[src/rtl/async_fifo_pkg.sv]
// Shared types and constants for the asynchronous FIFO read-side blocks.
package async_fifo_pkg;

    localparam int unsigned FIFO_DATA_W = 8;

    typedef logic [FIFO_DATA_W-1:0] fifo_word_t;

    localparam int unsigned RD_STATS_W = 16;

endpackage

[src/rtl/async_fifo_rd_buf.sv]
// Ring buffer behind the FIFO read port: storage, head/tail pointers and occupancy.
// DEPTH must be a power of two so the pointers wrap naturally.
module async_fifo_rd_buf
    import async_fifo_pkg::*;
#(
    parameter int unsigned DATA_W = FIFO_DATA_W,
    parameter int unsigned DEPTH  = 2,
    localparam int unsigned PTR_W = $clog2(DEPTH),
    localparam int unsigned OCC_W = $clog2(DEPTH + 1)
) (
    input  logic              clk,
    input  logic              rst_n,
    input  logic              wr_en,
    input  logic [DATA_W-1:0] wr_data,
    input  logic              rd_en,
    output logic [DATA_W-1:0] rd_data,
    output logic [OCC_W-1:0]  occ
);

    logic [DATA_W-1:0] mem_q [DEPTH];
    logic [PTR_W-1:0]  head_q;
    logic [PTR_W-1:0]  tail_q;
    logic [OCC_W-1:0]  occ_q;
    logic [OCC_W-1:0]  occ_d;

    // Capture: write at the tail and advance it.
    always_ff @(posedge clk or negedge rst_n) begin
        if (!rst_n) begin
            mem_q  <= '{default: '0};
            tail_q <= '0;
        end else if (wr_en) begin
            mem_q[tail_q] <= wr_data;
            tail_q        <= tail_q + PTR_W'(1);
        end
    end

    // Drain: advance the head on every pop.
    always_ff @(posedge clk or negedge rst_n) begin
        if (!rst_n) begin
            head_q <= '0;
        end else if (rd_en) begin
            head_q <= head_q + PTR_W'(1);
        end
    end

    // Occupancy next state: simultaneous capture and pop cancel out.
    always_comb begin
        occ_d = occ_q + OCC_W'(wr_en) - OCC_W'(rd_en);
    end

    // Occupancy register.
    always_ff @(posedge clk or negedge rst_n) begin
        if (!rst_n) begin
            occ_q <= '0;
        end else begin
            occ_q <= occ_d;
        end
    end

    assign rd_data = mem_q[head_q];
    assign occ     = occ_q;

endmodule

[src/rtl/async_fifo_rd_stream.sv]
// Read-side consumer of the async FIFO: pops words under a credit check and
// presents them as a valid/ready stream.
// Optional statistics (rd_words, stall) are built when ASYNC_FIFO_RD_STATS_EN is defined.
module async_fifo_rd_stream
    import async_fifo_pkg::*;
#(
    parameter int unsigned DATA_W = FIFO_DATA_W,
    parameter int unsigned DEPTH  = 2,
    localparam int unsigned OCC_W = $clog2(DEPTH + 1)
) (
    input  logic                  rclk,
    input  logic                  rrst_n,
    input  logic                  rempty,
    input  logic [DATA_W-1:0]     rdata,
    output logic                  rinc,
    output logic                  m_valid,
    input  logic                  m_ready,
    output logic [DATA_W-1:0]     m_data,
    output logic [OCC_W-1:0]      occ
`ifdef ASYNC_FIFO_RD_STATS_EN
    ,
    output logic [RD_STATS_W-1:0] rd_words,
    output logic                  stall
`endif
);

    // One extra bit so occ + inflight never wraps before the compare.
    localparam int unsigned         CRED_W  = OCC_W + 1;
    localparam logic [CRED_W-1:0]   DEPTH_C = CRED_W'(DEPTH);

    logic              inflight_q;
    logic              run_q;
    logic              pop;
    logic [CRED_W-1:0] credit;

    assign m_valid = (occ != '0);
    assign pop     = m_valid && m_ready;

    // Pop request: only when the word can be guaranteed a slot on arrival.
    // run_q keeps rinc low until the first edge after reset release.
    always_comb begin
        credit = {1'b0, occ} + CRED_W'(inflight_q) - CRED_W'(pop);
        rinc   = run_q && !rempty && (credit < DEPTH_C);
    end

    // inflight tracks the FIFO's one-cycle registered read latency.
    always_ff @(posedge rclk or negedge rrst_n) begin
        if (!rrst_n) begin
            inflight_q <= 1'b0;
            run_q      <= 1'b0;
        end else begin
            inflight_q <= rinc;
            run_q      <= 1'b1;
        end
    end

    async_fifo_rd_buf #(
        .DATA_W (DATA_W),
        .DEPTH  (DEPTH)
    ) u_buf (
        .clk     (rclk),
        .rst_n   (rrst_n),
        .wr_en   (inflight_q),
        .wr_data (rdata),
        .rd_en   (pop),
        .rd_data (m_data),
        .occ     (occ)
    );

`ifdef ASYNC_FIFO_RD_STATS_EN
    // Saturating pop counter and registered backpressure flag.
    always_ff @(posedge rclk or negedge rrst_n) begin
        if (!rrst_n) begin
            rd_words <= '0;
            stall    <= 1'b0;
        end else begin
            if (pop && (rd_words != '1)) begin
                rd_words <= rd_words + RD_STATS_W'(1);
            end
            stall <= m_valid && !m_ready;
        end
    end
`endif

endmodule

[config.mk]
export PLATFORM = sky130hd
export DESIGN_NAME = async_fifo_rd_stream
export DESIGN_NICKNAME = d
export VERILOG_FILES = /design/src/rtl/async_fifo_pkg.sv /design/src/rtl/async_fifo_rd_buf.sv /design/src/rtl/async_fifo_rd_stream.sv
export SDC_FILE = /design/constraint.sdc
export NUM_CORES = 1
export LEC_CHECK = 0
export BUFFER_PORTS_ARGS = -buffer_cell sky130_fd_sc_hd__buf_4
export CORE_MARGIN = 4
export CORE_UTILIZATION = 55
export DETAILED_ROUTE_END_ITERATION = 7
export MAX_ROUTING_LAYER = met4
export PLACE_DENSITY = 0.81
export SYNTH_ARGS = -nofsm -noshare
export SYNTH_HDL_FRONTEND = slang
export SYNTH_SLANG_ARGS = --single-unit
[constraint.sdc]
create_clock -name rclk -period 4.6 [get_ports rclk]
set_clock_uncertainty 0.05 [all_clocks]
set_input_delay 1.15 -clock rclk [delete_from_list [all_inputs] [get_ports rclk]]
set_output_delay 1.15 -clock rclk [all_outputs]
set_load 0.02 [all_outputs]
==> impl_results.md, run 1 <==
- Outcome: complete, no violations
- Critical path arrival: about 2.9 ns
- IO buf count: 23
- Netlist cell types: 16
- Syn Area/Cell: ~16 um2
- Post-CTS sizing: 0
- Fin Setup TNS: 0 ns
- CTS sink cnt: 22
- Initial core utilization: between 50% and 60%
- Startpoint types: primary input
- Final ANT Viol Nets: 0
- Worst-margin pin slew: about 0.6 ns
- R2R cell count: 7
- Post-DR vias/cell: ~5
- GPL Wtd Cong: roughly 0.68
- CTS Buf Count: 3
- Post-synthesis sequential area ratio: a little under three fifths
- Synth Instances: 64
- Rel. slew slack: between 50% and 60%
- Reg-to-reg endpoint: inflight_q$_DFF_PN0_
- FP Rows: 15
- Hold depth: 1
- Ports: 24
- R2R setup slack: roughly 2.4 ns
- Critical path peak fanout: 2
- DRT Pass-1 Iters: 2
- Max Clk Rate: 0.243 GHz
- Synth area leaders: dfrtp_1, mux2_2, mux2_4
- Leak: slightly below 0.6 nW
- Latest clock arrival within the worst-skew pair: around 0.3 ns
- Overflow after GRT: 0
- WHS: between 0.4 and 0.5 ns
- Max cap viols: 0
- Pwr/cell area: approximately 750 mW/mm2
- Synthesis-to-layout area growth: 22.6%
- Hold endpoint: u_buf.mem_q[0]$_DFFE_PN0P_
- Hold Crit Start: u_buf.mem_q[0]$_DFFE_PN0P_
- CTS tree: built
- Largest net degree at the start of global routing: 23
- Internal: 0.590 mW
- First-pass GRT wire length: around 2900 um
- Yosys warns: 0
- Syn nets: 79
- Clk network pwr share: roughly 11%
- Die X: a little over 50 um
- Final worst-path setup slack: about 0.48 ns
- Synth area leader: dfrtp_1
- Core Box Area: between 0.0015 and 0.002 mm2
- CP Capture Type: primary output
- Hold bufs inserted after CTS: 0
- Comb power frac: 49.8%
- Switching share of power: between 30% and 40%
- Share of cells above drive strength 1: 59.6%
- Worst vdd ir: roughly 0.38 mV
- Initial drt markers: 1
- Antenna fix cells: 0
- Die H: roughly 50 um
- Hold Crit Class: reg2reg
- Global-route usage over all layers: 16.2%
- Post-layout nets: between 100 and 150
- Register share of total power: between 30% and 40%
- Final Hold Fails: 0
- Post-synthesis cell area: ~990 um2
- Clock transition at path regs: between 0.1 and 0.15 ns
- Die area: between 0.002 and 0.003 mm2
- Worst EP required: ~3.4 ns
- Post-DP HPWL: around 1200 um
- Setup Viol. Count Final: 0
- Wire length per cell: approximately 14 um
- Final WL: roughly 1600 um
- FILL cells: 130
- Final Max Tran Viols: 0
- H-tree Lvls: 1
- Post-CTS setup buffer count: 0
- CTS Buffer Depth: 2
- DRC: 0
- Via Count: ~570
- Yosys top cell area share: between 50 and 60%
- CTS root buf: clkbuf_4
- Pre-CTS setup slack: between 0.4 and 0.5 ns
- Number of synthesized register bits: 22
- Initial antenna violation count: 0
- Switching power: between 0.3 and 0.4 mW
- Post-route clock period utilization: 89.6%
- Vias in the first global route: around 600
- Critical path class: in2out
- Critical R2R Launch: u_buf.occ[1]$_DFF_PN0_
- Minimum clock period: 4.12 ns
- RSZ-0062 raised after global routing: no
cells by family (layout without fill, tap and decap cells):
group / count (synthesis) / after routing / synth area share, %
buffers and inverters: 6 / 31 / 3.15
multiplexers: 24 / 24 / 30.3
XOR/XNOR: 3 / 3 / 2.65
AND/OR/NAND/NOR: 4 / 4 / 2.77
other: 1 / 1 / 0.378
AO/OA/AOI/OAI: 1 / 1 / 0.757
flip-flops: 22 / 22 / 55.5
adder cells (fa/ha/maj): 3 / 3 / 4.54
layer usage:
layer	up-vias	part of all wire [%]	wire length, um	GRT usage [%]
met5	-	0	0	-
met4	0	2.7	45	9.42
met3	5	5.5	90	3.26
met2	15	51	835	26.3
met1	284	41	678	18.6
li1	264	-	-	-
worst max-delay path: stages:
cell     delay [ns]
buf_4          0.11
o21a_1         0.12
ha_1           0.29
inv_1          0.04
ha_1           0.18
fa_1           0.37
xnor2_1        0.13
nor4b_1        0.32
buf_4          0.21
power by group through the flow:
stage | logic [mW] | clock network [mW] | registers (mW)
3_5_place_dp | 0.461 | 0 | 0.358
3_3_place_gp | 0.448 | 0 | 0.354
6_report | 0.456 | 0.105 | 0.354
5_1_grt | 0.494 | 0.115 | 0.368
2_1_floorplan | 0.325 | 0 | 0.340
4_1_cts | 0.465 | 0.109 | 0.355
cells in the final DEF (no fill, tap or decap), drive strengths merged:
master,instances
inv,4
xor2,2
mux2,24
nor2b,1
conb,1
o21a,1
xnor2,1
clkbuf,4
nand2,2
ha,2
buf,23
fa,1
dfrtp,22
nor4b,1
final cells by class:
type	instances	area, um2	area share (%)
flip-flops and latches	22	551	45.3
repair buffers	23	173	14.2
multi-input cells	36	410	33.7
clock buffers	4	36.3	2.98
inverters	4	15.0	1.23
well taps	25	31.3	2.57
synth_stat cells, drive strengths merged:
master	instances
nor2b	1
dfrtp	22
mux2	24
conb	1
ha	2
o21a	1
xnor2	1
nand2	2
buf	2
fa	1
xor2	2
inv	4
nor4b	1
registers in the layout, summed over array words and instances, names as in the netlist:
| name | cells |
|---|---|
| inflight_q | 1 |
| run_q | 1 |
| u_buf.head_q | 1 |
| u_buf.mem_q | 16 |
| u_buf.occ | 2 |
| u_buf.tail_q | 1 |
stage by stage:
| stage | power [mW] | area [um2] | util, % | std cells |
|---|---|---|---|---|
| final | 0.915 | 1220 | 70.4 | 114 |
| after global routing | 0.977 | 1220 | 70.4 | 114 |
| after CTS | 0.929 | 1220 | 70.4 | 114 |
| after detailed placement | 0.819 | 1180 | 68.3 | 110 |
| after global placement | 0.802 | 1180 | 68.3 | 110 |
| after floorplan | 0.665 | 992 | - | 64 |
worst max path at each step:
stage / start / endpoint / slack (ns) / cells past startpoint
floorplan: m_ready / rinc / 0.37 / 7
global placement: m_ready / rinc / 0.51 / 9
detailed placement: m_ready / rinc / 0.46 / 8
CTS: m_ready / rinc / 0.44 / 8
global route: m_ready / rinc / 0.34 / 9
finish: m_ready / rinc / 0.48 / 9
Note: power is estimated with default switching activity, not from simulation.
==> inputs of run 2 (changes only) <==
--- a/config.mk
+++ b/config.mk
@@ -11,6 +11,8 @@
 export DETAILED_ROUTE_END_ITERATION = 7
 export MAX_ROUTING_LAYER = met4
 export PLACE_DENSITY = 0.81
+export REMOVE_ABC_BUFFERS = 1
+export SLEW_MARGIN = 10
 export SYNTH_ARGS = -nofsm -noshare
 export SYNTH_HDL_FRONTEND = slang
 export SYNTH_SLANG_ARGS = --single-unit
==> impl_results.md, run 2 (synthesis results as in run 1) <==
- Outcome: complete, no violations
- FP Rows: 15
- Rel. slew slack: approximately 62%
- Final WL: 1550 um
- Setup Viol. Count Final: 0
- Post-route cell area: approximately 0.0012 mm2
- Max Clk Rate: ~0.24 GHz
- RSZ-0062 raised after global routing: no
- Final ANT Viol Nets: 0
- Commonest non-fill, non-tap cells in the layout: buf_4, dfrtp_1, mux2_2
- CP Capture Type: primary output
- Most common cell after layout, fill and taps aside: buf_4
- FILL cells: about 140
- Post-DR vias/cell: approximately 4.8
- Final Max Tran Viols: 0
- Minimum clock period: approximately 4.1 ns
- Worst vdd ir: 0.482 mV
- Ports: 24
- Layout Cells excl Fill: about 110
- Via Count: between 500 and 600
- Global-route usage over all layers: between 15 and 20%
- CTS sink cnt: 22
- Pwr/cell area: between 700 and 800 mW/mm2
- H-tree Lvls: 1
- CTS tree: built
- Final Hold Fails: 0
- Leak: a little under 0.6 nW
- Die X: around 50 um
- Post-DP HPWL: 1170 um
- Placed Area: 0.00118 mm2
- Post-CTS sizing: 0
- DRT Pass-1 Iters: 4
- Hold Crit Class: reg2reg
- Vias in the first global route: approximately 620
- Wire length per cell: around 14 um
- Max cap viols: 0
- Initial core utilization: roughly 57%
- Overflow after GRT: 0
- Clock transition at path regs: between 0.1 and 0.15 ns
- CTS Buf Count: 3
- Critical path peak fanout: 2
- Startpoint types: primary input
- Hold bufs inserted after CTS: 0
- Die H: 50.5 um
- CTS Buffer Depth: 2
- Worst-margin pin slew: 0.570 ns
- Share of cells above drive strength 1: roughly three fifths
- Largest reg by FF count: u_buf.mem_q
- Synthesis-to-layout area growth: 21.2%
- Post-layout nets: between 100 and 150
- Post-route clock period utilization: between 80 and 90%
- Antenna fix cells: 0
- Critical path arrival: about 2.9 ns
- Worst EP required: around 3.4 ns
- Die area: 0.00255 mm2
- Largest net degree at the start of global routing: 23
- Initial drt markers: 2
- Overall Power: slightly below 0.9 mW
- Max FFs per register: 16
- Latest clock arrival within the worst-skew pair: between 0.2 and 0.3 ns
- WHS: approximately 0.47 ns
- Post-CTS setup buffer count: 0
- DRC: 0
- Fin Setup TNS: 0 ns
- GPL Wtd Cong: 0.723
- Critical path class: in2out
- Initial antenna violation count: 0
- CTS root buf: clkbuf_4
- IO buf count: 23
- Cells after DPL: 110
- First-pass GRT wire length: between 2000 and 3000 um
- Core Box Area: between 0.0015 and 0.002 mm2
==> run 2: changes by cell type in the layout (fill, tap and decap cells not counted), sizes merged <==
cell / change
clkbuf: -1
==> run 2: area by class of cell <==
class | count | area, um2 | area share, %
flip-flops and latches | 22 | 551 | 45.8
multi-input cells | 36 | 410 | 34.1
repair buffers | 23 | 173 | 14.4
well taps | 25 | 31.3 | 2.60
clock buffers | 3 | 22.5 | 1.87
inverters | 4 | 15.0 | 1.25
==> run 2: layer usage <==
layer / part of all wire [%] / global-route usage (%) / vias to the layer above
met5: 0 / - / -
met1: 44 / 20.1 / 268
met4: 1.2 / 6.73 / 0
met2: 50 / 23.0 / 12
li1: - / - / 264
met3: 4.3 / 3.26 / 2
==> run 2: critical path, cell delays in order <==
cell and delay [ns]:
buf_4 0.11, o21a_1 0.12, ha_1 0.27, inv_1 0.04, ha_1 0.18, fa_1 0.46
nor4b_1 0.38, buf_4 0.21
==> run 2: path summary, 6_finish.rpt <==
path / startpoint / endpoint / slack, ns / cells past startpoint
min in group asynchronous: rrst_n / u_buf.mem_q[9]$_DFFE_PN0P_ / 0.67 / 1
max in group asynchronous: rrst_n / u_buf.tail_q$_DFFE_PN0P_ / 3.61 / 1
max: m_ready / rinc / 0.49 / 8
max reg2reg: u_buf.occ[1]$_DFF_PN0_ / inflight_q$_DFF_PN0_ / 2.45 / 6
min: u_buf.mem_q[6]$_DFFE_PN0P_ / u_buf.mem_q[6]$_DFFE_PN0P_ / 0.47 / 1
min reg2reg: u_buf.mem_q[6]$_DFFE_PN0P_ / u_buf.mem_q[6]$_DFFE_PN0P_ / 0.47 / 1
==> run 2: metrics by stage <==
| step | util, % | worst slack (ns) |
|---|---|---|
| CTS | 69.6 | 0.464 |
| global route | 69.6 | 0.329 |
| floorplan | - | 0.371 |
| finish | 69.6 | 0.489 |
| global placement | 68.3 | 0.525 |
| detailed placement | 68.3 | 0.466 |
==> run 2: report_power, final <==
part	leakage [nW]	switching, mW	total (mW)	internal, mW
sequential	0.263	0.0678	0.354	0.286
clock	0.0138	0.0493	0.0797	0.0304
combinational	0.300	0.197	0.454	0.257
total	0.577	0.314	0.887	0.573
==> inputs of run 3 (changes only) <==
--- a/config.mk
+++ b/config.mk
@@ -7,10 +7,10 @@
 export LEC_CHECK = 0
 export BUFFER_PORTS_ARGS = -buffer_cell sky130_fd_sc_hd__buf_4
 export CORE_MARGIN = 4
-export CORE_UTILIZATION = 55
+export CORE_UTILIZATION = 50
 export DETAILED_ROUTE_END_ITERATION = 7
 export MAX_ROUTING_LAYER = met4
-export PLACE_DENSITY = 0.81
+export PLACE_DENSITY = 0.74
 export REMOVE_ABC_BUFFERS = 1
 export SLEW_MARGIN = 10
 export SYNTH_ARGS = -nofsm -noshare
==> impl_results.md, run 3 (synthesis results as in run 1) <==
- Largest net degree at the start of global routing: 23
- Startpoint types: primary input
- RSZ-0062 raised after global routing: no
- Critical R2R Launch: u_buf.occ[1]$_DFF_PN0_
- Initial core utilization: about 55%
- Hold depth: 1
- Core Box Area: roughly 0.0018 mm2
- Via Count: 560
- First-pass GRT wire length: about 3000 um
- Minimum clock period: about 4.1 ns
- CTS root buf: clkbuf_4
- Fin Setup TNS: 0 ns
- Critical path peak fanout: 2
- Wire length on met2: roughly 830 um
- Global-route usage over all layers: 16.0%
- Worst EP required: around 3.4 ns
- R2R cell count: 6
- Post-DR vias/cell: between 4 and 5
- Worst vdd ir: ~0.38 mV
- Top sig layer: met4
- Die H: roughly 53 um
- Final Hold Fails: 0
- Max cap viols: 0
- Worst-margin pin slew: ~0.61 ns
- IO buf count: 23
- Max Clk Rate: roughly 0.24 GHz
- Overflow after GRT: 0
- Initial antenna violation count: 0
- Die X: about 53 um
- Synthesis-to-layout area growth: 22.6%
- Wire length per cell: around 15 um
- Initial drt markers: 0
- Outcome: complete, no violations
- Pwr/cell area: about 750 mW/mm2
- Hold endpoint: u_buf.mem_q[1]$_DFFE_PN0P_
- Leak: 0.585 nW
- Post-CTS sizing: 0
- Antenna fix cells: 0
- Final Max Tran Viols: 0
- Rel. slew slack: around 59%
- DRT Pass-1 Iters: 1
- GPL Wtd Cong: ~0.72
- R2R setup slack: approximately 2.4 ns
- Vias in the first global route: roughly 640
- Largest reg by FF count: u_buf.mem_q
- Reg-to-reg endpoint: inflight_q$_DFF_PN0_
- Critical path class: in2out
- Final WL: approximately 1700 um
- CTS Buf Count: 3
- CTS tree: built
- Post-CTS setup buffer count: 0
- H-tree Lvls: 1
- CP Capture Type: primary output
- Hold Crit Start: u_buf.mem_q[1]$_DFFE_PN0P_
- Post-layout nets: ~110
- Post-Route M1 WL: ~730 um
- Final ANT Viol Nets: 0
- CTS Buffer Depth: 2
- Die area: 0.00276 mm2
- Share of cells above drive strength 1: between 50% and 60%
- Clock transition at path regs: 0.11 ns
- FP Rows: 15
- Critical path arrival: between 2 and 3 ns
- Post-DP HPWL: 1260 um
- Hold Crit Class: reg2reg
- Met3 wire len: ~80 um
- Post-route clock period utilization: 90.1%
- Max FFs per register: 16
- Overall Power: roughly 0.92 mW
- Ports: 24
- Setup Viol. Count Final: 0
- Most common cell after layout, fill and taps aside: buf_4
- Hold bufs inserted after CTS: 0
- Commonest non-fill, non-tap cells in the layout: buf_4, dfrtp_1, mux2_2
- CTS sink cnt: 22
- DRC: 0
- Latest clock arrival within the worst-skew pair: 0.30 ns
-- run 3: cell types whose count changed in the layout (fill, tap and decap cells not counted) --
cell and delta:
clkbuf_8 +1
-- run 3: worst max-delay path: stages --
cell and delay (ns):
buf_4 0.11, o21a_1 0.12, ha_1 0.28, inv_1 0.04, ha_1 0.18, fa_1 0.48
nor4b_1 0.37, buf_4 0.21
-- run 3: through the flow --
stage / area [um2] / hold WS (ns) / setup slack, ns / instances / utilization [%]
finish: 1220 / 0.464 / 0.457 / 114 / 67.5
global route: 1220 / 0.493 / 0.286 / 114 / 67.5
CTS: 1220 / 0.468 / 0.424 / 114 / 67.5
global placement: 1180 / 0.432 / 0.516 / 110 / 65.5
floorplan: 976 / 0.424 / 0.371 / 62 / -
detailed placement: 1180 / 0.441 / 0.428 / 110 / 65.5
-- run 3: power breakdown --
part | switching [mW] | internal, mW
clock | 0.0551 | 0.0483
combinational | 0.198 | 0.258
sequential | 0.0699 | 0.286
total | 0.323 | 0.592
-- run 3: area by class of cell --
class                      count  area (um2)
multi-input combinational     36         410
inverter                       4        15.0
timing repair buffer          23         173
sequential                    22         551
clock buffer                   4        36.3
fill                         145         586
tap                           25        31.3
-- run 3: worst max path at each step --
| stage | from | to | slack, ns | depth (start not counted) |
|---|---|---|---|---|
| after CTS | m_ready | rinc | 0.42 | 8 |
| final | m_ready | rinc | 0.46 | 8 |
| after global placement | m_ready | rinc | 0.52 | 8 |
| after global routing | m_ready | rinc | 0.29 | 9 |
| after floorplan | m_ready | rinc | 0.37 | 7 |
| after detailed placement | m_ready | rinc | 0.43 | 8 |
-- run 3: metal layers --
layer,vias to the layer above,global-route usage [%]
li1,268,-
met4,0,8.94
met5,-,-
met2,16,24.2
met1,272,20.6
met3,4,2.56
